### src/rtl/pc_fetch_unit_pkg.sv
// Shared definitions for the program-counter / fetch-sequencing block.
//   - Default widths and start address.
//   - FSM state encoding (IDLE / RUN / HALT, 2 bits).
//   - Next-PC select codes, shared with the instruction decoder.
package pc_fetch_unit_pkg;

  localparam int D_DEFAULT        = 12;
  localparam int START_PC_DEFAULT = 0;
  localparam int CNT_W_DEFAULT    = 16;

  typedef enum logic [1:0] {
    IDLE = 2'd0,
    RUN  = 2'd1,
    HALT = 2'd2
  } state_t;

  typedef enum logic [2:0] {
    PC_HOLD  = 3'd0,
    PC_SEQ   = 3'd1,
    PC_ABS   = 3'd2,
    PC_REL   = 3'd3,
    PC_START = 3'd4
  } pc_sel_t;

endpackage

### src/rtl/pc_fetch_unit_next_calc.sv
// pc_next_calc: combinational next-PC multiplexer and modulo-2**D adder.
// Ports:
//   i_sel      next-PC select (hold / sequential / absolute / relative / start)
//   i_pc       current program counter
//   i_target   branch-target table read data (absolute address or offset)
//   o_pc_next  program counter value for the next clock edge
module pc_next_calc
  import pc_fetch_unit_pkg::*;
#(
  parameter int D        = D_DEFAULT,
  parameter int START_PC = START_PC_DEFAULT
) (
  input  pc_sel_t        i_sel,
  input  logic [D-1:0]   i_pc,
  input  logic [D-1:0]   i_target,
  output logic [D-1:0]   o_pc_next
);

  localparam logic [D-1:0] START_PC_V = D'(START_PC);

  // D-bit sums drop the carry, so an offset in two's complement gives
  // signed relative addressing and PC 2**D-1 wraps to 0 with no flag.
  always_comb begin
    o_pc_next = i_pc;
    case (i_sel)
      PC_HOLD:  o_pc_next = i_pc;
      PC_SEQ:   o_pc_next = i_pc + {{(D-1){1'b0}}, 1'b1};
      PC_ABS:   o_pc_next = i_target;
      PC_REL:   o_pc_next = i_pc + i_target;
      PC_START: o_pc_next = START_PC_V;
      default:  o_pc_next = i_pc;
    endcase
  end

endmodule

### src/rtl/pc_fetch_unit.sv
// pc_fetch_unit: program counter, start/run/halt sequencing and a
// saturating retired-instruction counter. Reads an external branch-target
// table through lut_addr/lut_target (combinational, zero-bubble branches).
// Ports:
//   clk, reset            clock and synchronous active-high reset
//   start                 one-cycle pulse, leaves IDLE or HALT for RUN
//   stall                 freezes everything while in RUN
//   halt                  decoded halt at the current PC
//   branch_en/_taken      branch present / condition true
//   rel_mode              1 = target is an offset, 0 = absolute address
//   lut_idx / lut_addr    table index in / index presented to the table
//   lut_target            table read data
//   prog_ctr              fetch address
//   running / done        state == RUN / state == HALT
//   instr_cnt             retired instructions since the last start
module pc_fetch_unit
  import pc_fetch_unit_pkg::*;
#(
  parameter int D        = D_DEFAULT,
  parameter int START_PC = START_PC_DEFAULT,
  parameter int CNT_W    = CNT_W_DEFAULT
) (
  input  logic             clk,
  input  logic             reset,
  input  logic             start,
  input  logic             stall,
  input  logic             halt,
  input  logic             branch_en,
  input  logic             branch_taken,
  input  logic             rel_mode,
  input  logic [3:0]       lut_idx,
  output logic [3:0]       lut_addr,
  input  logic [D-1:0]     lut_target,
  output logic [D-1:0]     prog_ctr,
  output logic             running,
  output logic             done,
  output logic [CNT_W-1:0] instr_cnt
);

  localparam logic [D-1:0]     START_PC_V = D'(START_PC);
  localparam logic [CNT_W-1:0] CNT_MAX    = {CNT_W{1'b1}};

  state_t            r_state;
  state_t            w_state_next;
  pc_sel_t           w_pc_sel;
  logic              w_cnt_inc;
  logic              w_cnt_clr;
  logic [D-1:0]      r_pc;
  logic [D-1:0]      w_pc_next;
  logic [CNT_W-1:0]  r_cnt;

  // The table is read in the same cycle the index is presented.
  assign lut_addr = lut_idx;

  // State register.
  always_ff @(posedge clk) begin
    if (reset) begin
      r_state <= IDLE;
    end else begin
      r_state <= w_state_next;
    end
  end

  // Next-state logic.
  always_comb begin
    w_state_next = r_state;
    case (r_state)
      IDLE:    if (start) w_state_next = RUN;
      RUN:     if (!stall && halt) w_state_next = HALT;
      HALT:    if (start) w_state_next = RUN;
      default: w_state_next = IDLE;
    endcase
  end

  // Output / datapath control: halt beats a taken branch, which beats
  // sequential fetch. A halt still retires, so it increments the counter.
  always_comb begin
    w_pc_sel  = PC_HOLD;
    w_cnt_inc = 1'b0;
    w_cnt_clr = 1'b0;
    case (r_state)
      IDLE, HALT: begin
        if (start) begin
          w_pc_sel  = PC_START;
          w_cnt_clr = 1'b1;
        end
      end
      RUN: begin
        if (!stall) begin
          w_cnt_inc = 1'b1;
          if (halt) begin
            w_pc_sel = PC_HOLD;
          end else if (branch_en && branch_taken) begin
            w_pc_sel = rel_mode ? PC_REL : PC_ABS;
          end else begin
            w_pc_sel = PC_SEQ;
          end
        end
      end
      default: w_pc_sel = PC_HOLD;
    endcase
  end

  pc_next_calc #(
    .D        (D),
    .START_PC (START_PC)
  ) u_next_calc (
    .i_sel     (w_pc_sel),
    .i_pc      (r_pc),
    .i_target  (lut_target),
    .o_pc_next (w_pc_next)
  );

  // PC and saturating counter.
  always_ff @(posedge clk) begin
    if (reset) begin
      r_pc  <= START_PC_V;
      r_cnt <= '0;
    end else begin
      r_pc <= w_pc_next;
      if (w_cnt_clr) begin
        r_cnt <= '0;
      end else if (w_cnt_inc && (r_cnt != CNT_MAX)) begin
        r_cnt <= r_cnt + 1'b1;
      end
    end
  end

  assign prog_ctr  = r_pc;
  assign instr_cnt = r_cnt;
  assign running   = (r_state == RUN);
  assign done      = (r_state == HALT);

endmodule

### config.mk
export PLATFORM = sky130hd
export DESIGN_NAME = pc_fetch_unit
export DESIGN_NICKNAME = d
export VERILOG_FILES = /design/src/rtl/pc_fetch_unit_pkg.sv /design/src/rtl/pc_fetch_unit_next_calc.sv /design/src/rtl/pc_fetch_unit.sv
export SDC_FILE = /design/constraint.sdc
export NUM_CORES = 1
export LEC_CHECK = 0
export ABC_CLOCK_PERIOD_IN_PS = 4400
export CAP_MARGIN = 5
export CELL_PAD_IN_SITES_DETAIL_PLACEMENT = 1
export CELL_PAD_IN_SITES_GLOBAL_PLACEMENT = 2
export CORE_MARGIN = 2
export CORE_UTILIZATION = 25
export CTS_BUF_LIST = sky130_fd_sc_hd__clkbuf_16
export CTS_CLUSTER_DIAMETER = 30
export CTS_CLUSTER_SIZE = 28
export DETAILED_ROUTE_END_ITERATION = 12
export PLACE_DENSITY = 0.77
export SKIP_LAST_GASP = 1
export SYNTH_ARGS = -nofsm -noshare
export SYNTH_HDL_FRONTEND = slang
export SYNTH_HIERARCHICAL = 1
export SYNTH_SLANG_ARGS = --single-unit
### constraint.sdc
create_clock -name clk -period 4.4 [get_ports clk]
set_clock_uncertainty 0.2 [all_clocks]
set_input_delay 0.88 -clock clk [delete_from_list [all_inputs] [get_ports clk]]
set_output_delay 0.88 -clock clk [all_outputs]
set_load 0.02 [all_outputs]
Word-level counts from Yosys, hierarchy flattened --
Cells that the tools add are included.
Storage, ports and cells: flip-flop bits (word level) 30, bits of input ports 24, output and inout port bits 34, word-level logic and storage cells 38
Cells by class: add/subtract/negate cells 3, equal/unequal tests 9, multiplexer cells 14, reduce and logical (&&, ||, !) cells 9
Operators with widths (number):
- one-hot mux 12 bit (4 select lines) | 1
- adder 16 x 1 -> 16 bit (second input constant) | 1
- inequality test 16 bit (second input constant) | 1
- adder 12 x 1 -> 12 bit (second input constant) | 1
- adder 12 bit | 1
- two-way mux 2 bit | 5
- equality test 3 x 2 -> 1 bit (second input constant) | 2
- one-hot mux 3 bit (2 select lines) | 1
- two-way mux 1 bit | 5
- inequality test 2 x 1 -> 1 bit (second input constant) | 2
- one-hot mux 2 bit (2 select lines) | 1
- nonzero test 4 bit | 1
- OR reduction 2 bit | 2
- equality test 3 x 1 -> 1 bit (second input constant) | 1
- equality test 3 bit (second input constant) | 1
- logical AND 1 bit | 3
- two-way mux 3 bit | 1
- equality test 2 x 1 -> 1 bit (second input constant) | 1
- equality test 2 bit (second input constant) | 1
- zero test 2 bit | 1
- AND reduction 2 bit | 1
- zero test 1 bit | 1

Longest topological paths before layout --
depth in word-level cells 7, gate-level depth with buffers 18

Hierarchy --
The synthesis kept the hierarchy.
Modules (own cells, without submodules):
- pc_fetch_unit | instances 1, cells an instance 147, area an instance 1291.2 um^2
- pc_next_calc | instances 1, cells an instance 158, area an instance 978.4 um^2

Worst setup path before layout --
OpenSTA, ideal clock, no wires.
path kind in2reg, start point in stall, end point reg r_pc[11] (netlist: prog_ctr[11]), setup time 0.066 ns, data arrival time 3.952 ns, setup slack 0.182 ns, stages 16, path buffers 3, cells stage by stage or3b_1 buf_2 nor3_1 clkbuf_1 inv_1 nor2_1 clkbuf_1 and3_1 ha_1 nand3_2 o211ai_2 a31oi_1 o31a_1 a221o_1 nor3_1 nor2b_1
On the way: longest elaborated chain between the ends 4
Ends and longest elaborated chain:
- start, declared | line pc_fetch_unit.sv:26 | input logic stall,
- two-way mux 2 bit (*) | line pc_fetch_unit.sv:89 | if (!stall) begin
- one-hot mux 3 bit (2 select lines) (*) | line pc_fetch_unit.sv:81 | case (r_state)
- net w_pc_sel[0] | line pc_fetch_unit.sv:45 | pc_sel_t w_pc_sel;
- equality test 3 bit, or another cell as far along | line pc_fetch_unit_next_calc.sv:25 | case (i_sel)
- one-hot mux 12 bit (4 select lines) (*) | line pc_fetch_unit_next_calc.sv:25
- net w_pc_next[11] | line pc_fetch_unit.sv:49 | logic [D-1:0] w_pc_next;
- end signal, assigned | line pc_fetch_unit.sv:120 | r_pc <= w_pc_next;
- end, declared | line pc_fetch_unit.sv:48 | logic [D-1:0] r_pc;
The timed path passes the listed nets; every way through them passes the cells marked *. A chain may end at the register's enable or synchronous reset.

Final worst setup path --
Ends and elaborated chain as after synthesis.

==> impl_metrics.csv <==
group,metric,value,unit
die,coreArea,8760,um^2
logic_synthesis,synthTopCellsByArea,"sky130_fd_sc_hd__dfxtp_1 26%, sky130_fd_sc_hd__ha_1 6.6%, sky130_fd_sc_hd__a21oi_1 6.4%",
critical_path,timing.critical_path.from_type,"input port",
grt,gr-total-overflow,0,
logic_synthesis,netlist.top_cell.by_area,"sky130_fd_sc_hd__dfxtp_1",
route,avgRoutedWirePerCell,15.9,um
route,num_vias,2470,
sta,max_clock_freq,246,MHz
logic_synthesis,post_synth.cell_area_avg,7.44,um^2
pwr,power.ir.vdd_worst,0.000114,V
pwr,power_density_over_the_cells,229,nW/um^2
pwr,switching_share,25.8,%
pwr,seq_power_share,39.6,%
pwr,power.net_switching,182,uW
clock_network,cts_made_buffers,5,
clock_network,cts_setup_buffers,0,
sta,maxSlewHeadroom,38.1,%
die,die_x,99.3,um
cells_and_area,finalCoreUtilization,35.2,%
critical_path,critical_path.slowest_cell,"sky130_fd_sc_hd__clkdlybuf4s50_1",
route,detail-route-antenna-nets,0,
sta,setup_ws,0.330,ns
clock_network,clock_sinks,30,
placed_design,dp_cells,459,
grt,antenna_violations_before_repair,0,
placed_design,routabilityCongestion,0.784,
cells_and_area,flow.area_growth_from_synthesis,36.1,%
sta,final_min_period_over_clock_period,92.5,%
clock_network,cts-hold-fix-buffers,0,
die,floorplan.die_area,9860,um^2
placed_design,post-place-ws,0.0365,ns
grt,grt_pass1_wl,12400,um
clock_network,clockRootBuffer,"sky130_fd_sc_hd__clkbuf_16",
sta,worst-slew-pin-transition,0.921,ns
cells_and_area,drive_gt1_share,9.47,%
logic_synthesis,post_synth_inst_count,305,
outcome,status,"finished, final reports clean",
pwr,cellLeakagePower,1.16,nW
critical_path,cp_class,"in -> reg",
logic_synthesis,postSynthRegisterBits,30,
logic_synthesis,synth_top_area_share,26.5,%
pwr,power.share.clock,47.5,%
grt,first_global_vias,2493,
die,number_of_core_rows,34,
die,die_y,99.3,um
logic_synthesis,syn_nets,342,
route,remaining_drc_errors,0,
critical_path,critPathCaptureType,"flip-flop",
die,boundaryPins,58,
critical_path,crit_path_cell_trace,"clkdlybuf4s50_1, or3b_1, nor3_2, inv_1, nor2_1, buf_4, and3_1, ha_1, nand3_2, o211ai_2, a31oi_1, o31a_1, a221o_1, nor3_1, nor2b_1",
die,starting_density_of_the_core,25.9,%
route,viasPerCell,5.29,
logic_synthesis,netlist-cell-type-count,53,
clock_network,clock_tree_from_tritoncts,"done",
sta,layout_min_cycle_time,4.07,ns
clock_network,cts_buffer_depth,2,
cells_and_area,finish.net_count,395,
critical_path,timing.critical_path.buf_inv,3,
sta,hold_viol,0,
cells_and_area,antennaDiodeCount,0,
cells_and_area,instances_no_fill,467,
logic_synthesis,synth-main-ff-cell,"sky130_fd_sc_hd__dfxtp_1",
grt,largest_net_degree_at_the_start_of_global_routing,20,
flow_run,drv.max_cap_violation_count,0,
clock_network,clk-insertion-delay-late,0.28,ns
clock_network,clk_transition_reported_paths,0.06,ns
sta,setup_tns,0,ns
route,initialDrtViolationCount,55,
route,detail_route.first_pass.iterations,4,
critical_path,critical-path-top-delay-family,"simple AND/OR/NAND/NOR gates",
sta,drv_slew,0,
logic_synthesis,fraction_of_the_yosys_area_taken_by_sequential_cells,26.5,%
logic_synthesis,post_synth_most_frequent_cells,"30 x sky130_fd_sc_hd__dfxtp_1, 29 x sky130_fd_sc_hd__a21oi_1, 26 x sky130_fd_sc_hd__nand2_1, 21 x sky130_fd_sc_hd__nor2_1, 21 x sky130_fd_sc_hd__o21ai_0",
critical_path,biggest_fanout_along_the_worst_timing_path,9,
logic_synthesis,ys_warn_count,6,
clock_network,ctsHtreeMaxLevel,2,
sta,finalSetupViolations,0,
grt,grt.total_usage,15.3,%
logic_synthesis,synthMostInstantiatedCell,"sky130_fd_sc_hd__dfxtp_1",
clock_network,post_cts_resize_count,0,
critical_path,worst-endpoint-required,4.40,ns
sta,rsz0062_at_grt,"no",
placed_design,dpl.hpwl,5600,um
route,routed_wirelength,7420,um
critical_path,critical_path.max_stage_delay,0.43,ns
logic_synthesis,ys_async_sr_fraction,0,%
hold_path,worst_hold_path_type,"reg -> reg",
logic_synthesis,synth-edff-count,0,
pwr,internal,524,uW
logic_synthesis,mappedNetlistArea,2270,um^2
pwr,combinationalPowerShare,12.9,%
critical_path,cp_data_arrival_time,4.07,ns
placed_design,numPortBuffers,49,
[per-layer routing]
metal	routed length, um	vias to the layer above	global-route usage (%)
met4	107	0	4.53
met1	3430	1201	19.5
met5	0	-	0
met3	178	8	2.18
met2	3710	39	26.6
li1	-	1222	-
[power groups by stage]
stage / Sequential (mW) / Clock [mW] / Combinational [mW]
floorplan: 0.288 / 0 / 0.0459
global placement: 0.286 / 0 / 0.0896
detailed placement: 0.286 / 0 / 0.0915
CTS: 0.280 / 0.346 / 0.0921
global route: 0.280 / 0.355 / 0.0999
finish: 0.280 / 0.336 / 0.0911
[per-stage QoR]
stage	power, mW	hold WS [ns]	instance area [um^2]
floorplan	0.334	0.363	2270
finish	0.707	0.300	3090
global route	0.735	0.345	3090
CTS	0.718	0.311	3090
detailed placement	0.377	0.301	2950
global placement	0.375	0.285	2950
[kinds of logic (layout without fill, tap and decap cells)]
group                      count (synthesis)  count (layout)  share of synthesized area [%]
AOI/OAI and AO/OA                         91              91                           24.8
buffers and inverters                     29              83                           5.57
xor gates and xnor gates                   5               5                           1.93
muxes                                      5               5                           2.21
DFF                                       30              30                           26.5
adders and majority gates                 13              13                           7.50
and+or+nand+nor                          132             132                           31.6
[registers in the layout (all words and copies together) (netlist names)]
| signal | flops |
|---|---|
| r_state | 2 |
| prog_ctr | 12 |
| instr_cnt | 16 |
[area by class of cell]
class | instances | area [um^2]
fillers | 1100 | 5680
multi-input cells | 246 | 1560
repair buffers | 66 | 618
flip-flops and latches | 30 | 601
well taps | 108 | 135
clock buffers | 5 | 125
inverters | 9 | 33.8
clock inverters | 3 | 16.3
[cells in the final DEF, fill, tap and decap left out, types with 11 or more instances in the layout]
cell	count
sky130_fd_sc_hd__ha_1	12
sky130_fd_sc_hd__o21ai_0	21
sky130_fd_sc_hd__clkdlybuf4s50_1	49
sky130_fd_sc_hd__buf_4	17
sky130_fd_sc_hd__nor2b_1	15
sky130_fd_sc_hd__dfxtp_1	30
sky130_fd_sc_hd__nor2_1	21
sky130_fd_sc_hd__a21oi_1	29
sky130_fd_sc_hd__nand2_1	26
sky130_fd_sc_hd__and3_1	11
[worst min-delay path, cell delays in order (launching register included)]
cell	delay, ns
sky130_fd_sc_hd__dfxtp_1	0.33
sky130_fd_sc_hd__o31ai_1	0.07
sky130_fd_sc_hd__a21oi_1	0.05
[path summary, 6_finish.rpt]
path | startpoint | slack (ns) | cells after the start | to
worst max register to register | r_state[0] | 1.00 | 14 | prog_ctr[11]
worst min-delay path | instr_cnt[11] | 0.30 | 2 | instr_cnt[11]
worst min register to register | instr_cnt[11] | 0.30 | 2 | instr_cnt[11]
worst max-delay path | stall | 0.33 | 15 | prog_ctr[11]
Note: power is estimated with default switching activity, not from simulation.
